File: src/rtl/ram_arbiter.sv
// Two-port arbiter in front of a single-port registered-read RAM.
// One transaction at a time: IDLE -> ISSUE -> (READ) -> ACK -> IDLE.

module ram_arbiter_port (
  input  logic        clk_i,
  input  logic        rst_i,
  input  logic        cap_i,
  input  logic [15:0] d_i,
  output logic [15:0] q_o
);
  always_ff @(posedge clk_i or posedge rst_i)
    if (rst_i)      q_o <= '0;
    else if (cap_i) q_o <= d_i;
endmodule

module ram_arbiter #(
  parameter bit RR = 1'b1
) (
  input  logic        clock,
  input  logic        reset,
  input  logic        req0,
  input  logic        req1,
  input  logic        we0,
  input  logic        we1,
  input  logic [14:0] addr0,
  input  logic [14:0] addr1,
  input  logic [15:0] wdata0,
  input  logic [15:0] wdata1,
  output logic        ack0,
  output logic        ack1,
  output logic [15:0] rdata0,
  output logic [15:0] rdata1,
  output logic        busy,
  output logic        owner,
  output logic        ram_load,
  output logic [14:0] ram_address,
  output logic [15:0] ram_in,
  input  logic [15:0] ram_out
);
  typedef enum logic [1:0] {IDLE, ISSUE, READ, ACK} state_e;

  state_e      state_q, state_d;
  logic        we_q, we_d;
  logic [14:0] addr_q, addr_d;
  logic [15:0] wdata_q, wdata_d;
  logic        owner_q, owner_d;
  logic        last_q, last_d;
  logic        win;
  logic [1:0]  cap;
  logic [1:0][15:0] rdata;

  always_ff @(posedge clock or posedge reset) begin
    if (reset) begin
      state_q <= IDLE;
      we_q    <= 1'b0;
      addr_q  <= '0;
      wdata_q <= '0;
      owner_q <= 1'b0;
      last_q  <= 1'b1;
    end else begin
      state_q <= state_d;
      we_q    <= we_d;
      addr_q  <= addr_d;
      wdata_q <= wdata_d;
      owner_q <= owner_d;
      last_q  <= last_d;
    end
  end

  // Contention goes to the port not served last (RR) or always to port 0.
  always_comb begin
    if (req0 && req1) win = RR ? ~last_q : 1'b0;
    else              win = req1;
  end

  always_comb begin
    state_d = state_q;
    we_d    = we_q;
    addr_d  = addr_q;
    wdata_d = wdata_q;
    owner_d = owner_q;
    last_d  = last_q;
    case (state_q)
      IDLE: if (req0 || req1) begin
        owner_d = win;
        last_d  = win;
        we_d    = win ? we1    : we0;
        addr_d  = win ? addr1  : addr0;
        wdata_d = win ? wdata1 : wdata0;
        state_d = ISSUE;
      end
      ISSUE:   state_d = we_q ? ACK : READ;
      READ:    state_d = ACK;
      ACK:     state_d = IDLE;
      default: state_d = IDLE;
    endcase
  end

  assign busy        = (state_q != IDLE);
  assign owner       = owner_q;
  assign ram_load    = (state_q == ISSUE) && we_q;
  assign ram_address = addr_q;
  assign ram_in      = wdata_q;
  assign ack0        = (state_q == ACK) && !owner_q;
  assign ack1        = (state_q == ACK) &&  owner_q;

  // RAM read data lands in READ; only the owning port's register loads.
  for (genvar p = 0; p < 2; p++) begin : g_port
    assign cap[p] = (state_q == READ) && (owner_q == p[0]);
    ram_arbiter_port u_port (
      .clk_i (clock),
      .rst_i (reset),
      .cap_i (cap[p]),
      .d_i   (ram_out),
      .q_o   (rdata[p])
    );
  end

  assign rdata0 = rdata[0];
  assign rdata1 = rdata[1];
endmodule
File: config.mk
export PLATFORM = sky130hd
export DESIGN_NAME = ram_arbiter
export DESIGN_NICKNAME = d
export VERILOG_FILES = /design/src/rtl/ram_arbiter.sv
export SDC_FILE = /design/constraint.sdc
export NUM_CORES = 1
export LEC_CHECK = 0
export CAP_MARGIN = 15
export CORE_MARGIN = 2
export CORE_UTILIZATION = 42
export DETAILED_ROUTE_END_ITERATION = 8
export HOLD_SLACK_MARGIN = 0.05
export PLACE_DENSITY = 0.89
export SLEW_MARGIN = 5
export SYNTH_ARGS = -nofsm -noshare
export SYNTH_HDL_FRONTEND = slang
export SYNTH_SLANG_ARGS = --single-unit
File: constraint.sdc
create_clock -name clock -period 5.7 [get_ports clock]
set_input_delay 1.71 -clock clock [delete_from_list [all_inputs] [get_ports clock]]
set_output_delay 1.71 -clock clock [all_outputs]
set_load 0.02 [all_outputs]
==> impl_metrics.yaml <==
status:
  status: "finished clean"
worst_hold_path:
  whs_path_depth: 1
  worstHoldStart: "g_port[0].u_port.q_o[14]"
  hp-class: "flop to flop"
cts:
  root_buffer: "clkbuf_8"
  post_cts_buffers: 0
  hold_buffers: 0
  clkSlewWorstSetupHoldPaths_ns: 0.08
  cts.sinks: 68
  cts_tree: "built"
  post_cts_resized: 0
  ctsLongestPathBuffers: 2
  htree_num_levels: 3
  clkLatencyLatePin_ns: 0.34
  cts_inserted_buffers: 9
placement:
  gp_congestion: 0.780
  dp.cells: 489
  hpwlAfterDp_um: 5940
  io_buffers: 151
floorplan:
  die_area_um2: 7580
  fp.coreArea_um2: 6720
  ios: 152
  initial_core_util_pct: 43.1
  row_count: 30
  die_y_um: 87.1
  die_w_um: 87.1
setup_path:
  worstPathArrival_ns: 1.87
  r2r_cells: 4
  cp-startpoint: "state_q[0]"
  end_kind: "primary output"
  cp_data_required_time_ns: 3.99
  start_kind: "flop"
  critical_path.max_fanout: 8
  crit_type: "flop to primary output"
  worstReg2RegStart: "state_q[0]"
logic_synthesis:
  synth_area_leader_cell: "dfrtp_1"
  synth_cell_types: 21
  synth_area_leaders: "dfrtp_1 58%, mux2_2 12%, a21oi_1 11%"
  synth_area_per_cell_um2: 10.7
  synth-seq-area-share_pct: 58.8
  synth_cells: 271
  synth_nets: 359
  ys_warn_count: 0
  synth_area_um2: 2900
  synth-seq-cells: 68
  synth_top_area_share_pct: 57.9
route:
  routedWlPerCell_um: 16.2
  ant_nets: 0
  drtIter0Drc: 100
  dr.pass1.iters: 4
  drcViolationCount: 0
  routed_via_density: 5.21
  wirelength_um: 8170
  vias: 2629
timing:
  timing_hold_violations_final: 0
  setup_viol: 0
  rsz0062_at_grt: "false"
  worst_pin_slew_ns: 0.935
  period_needed_ns: 3.58
  fin_crit_sh_pct: 62.8
  skew_ns: 0.0112
  drv_slew: 0
  setup_tns_ns: 0
  fmax_ghz: 0.279
  relSlewSlack_pct: 37.6
finish:
  syn_to_final_growth_pct: 62.3
  antenna_cells: 0
  utilization_pct: 70.0
  drive_above_1_share_pct: 13.2
  num-nets-final: 509
  stdcell_count: 505
grt:
  overflow: 0
  grt_max_degree: 46
  grt_pass1_vias: 2636
  grt_pass1_wl_um: 12600
  grtUsageTotal_pct: 21.6
  antenna_found_initial: 0
run:
  maxCapViolations: 0
power_and_ir_drop:
  switchingPower_w: 0.00106
  power_density_nw_per_um2: 597
  power_frac_comb_pct: 51.8
  p_int_w: 0.00175
  p_seq_share_pct: 31.2
  clkPwrFrac_pct: 16.9
  switching_share_pct: 37.8
  ir_worst_vdd_mv: 0.264
  leakage_nw: 1.98
## final cells by class
| type | instances | area, um2 |
|---|---|---|
| clock buffers | 9 | 124 |
| repair buffers | 155 | 1560 |
| inverters | 4 | 15.0 |
| multi-input cells | 183 | 1090 |
| fillers | 515 | 2010 |
| well taps | 80 | 100 |
| clock inverters | 6 | 114 |
| flip-flops and latches | 68 | 1700 |
## cells by family after synthesis
logic type      count (synthesis)  synth area share (%)
compound gates                 75                  13.5
simple gates                   72                  9.85
flops                          68                  58.8
mux                            32                  12.4
buf+inv                        20                  3.76
fa+ha+maj                       4                  1.73
## routing by layer
layer / GRT usage (%) / part of all wire (%)
met5: 0 / 0
met4: 6.25 / 0.92
met3: 6.54 / 7.7
met2: 37.4 / 50
met1: 25.8 / 41
## registers in the layout, indices dropped and copies added (netlist names)
register,count
owner,1
ram_address,15
state_q,2
ram_in,16
last_q,1
g_port.u_port.q_o,32
we_q,1
## final timing paths
path / slack (ns) / endpoint
min reg2reg: 0.51 / g_port[0].u_port.q_o[14]
max in group asynchronous: 2.93 / g_port[1].u_port.q_o[1]
min: 0.51 / g_port[0].u_port.q_o[14]
min in group asynchronous: 1.91 / ram_in[4]
max: 2.12 / busy
max reg2reg: 3.84 / g_port[0].u_port.q_o[11]
## synthesized netlist by cell type
library cell  number
buf_2             12
o21a_1             1
ha_1               4
dfrtp_1           67
nor2b_1            1
o21ai_0            4
nand2_1           35
a31oi_1            1
buf_4              3
inv_1              4
and2_1             2
buf_6              1
dfstp_2            1
a21boi_2           1
nor2_1            32
a21bo_2            1
a21oi_1           65
o21ai_1            2
or3b_1             1
nand2b_1           1
mux2_2            32
## placed cells by master, fill, tap and decap left out
cell	n
nor2_1	32
clkinvlp_4	2
buf_4	3
a21oi_1	65
dfrtp_1	67
o21ai_1	1
inv_1	3
dfstp_2	1
nand2_1	35
clkbuf_8	9
o21a_1	1
o21ai_0	4
and2_1	2
clkbuf_16	1
nor2b_1	1
ha_1	4
a21bo_2	1
clkinv_4	1
mux2_2	32
bufinv_16	3
a21boi_2	1
nand2b_1	1
inv_2	1
clkdlybuf4s50_1	151
or3b_1	1
o21ai_2	1
a31oi_1	1
## worst max-delay path, stage by stage, from the launching register on
cell             delay [ns]
dfrtp_1                0.42
inv_1                  0.08
ha_1                   0.29
inv_1                  0.11
clkdlybuf4s50_1        0.64
## through the flow
step | power [W] | setup slack (ns) | cell area [um2] | hold slack [ns]
2_1_floorplan | 0.00166 | 2.28 | 2900 | 0.487
3_3_place_gp | 0.00228 | 2.21 | 4440 | 0.486
3_5_place_dp | 0.00234 | 2.07 | 4440 | 0.492
4_1_cts | 0.00282 | 2.10 | 4680 | 0.510
5_1_grt | 0.00297 | 2.00 | 4700 | 0.519
6_report | 0.00281 | 2.12 | 4700 | 0.508
## power groups by stage
stage / sequential [W] / combinational, W / clock, W
after floorplan: 0.00115 / 0.000504 / 0
after global placement: 0.000868 / 0.00141 / 0
after detailed placement: 0.000884 / 0.00145 / 0
after CTS: 0.000879 / 0.00146 / 0.000488
after global routing: 0.000903 / 0.00156 / 0.000508
final: 0.000877 / 0.00146 / 0.000476
(Power assumes the default switching activity.)
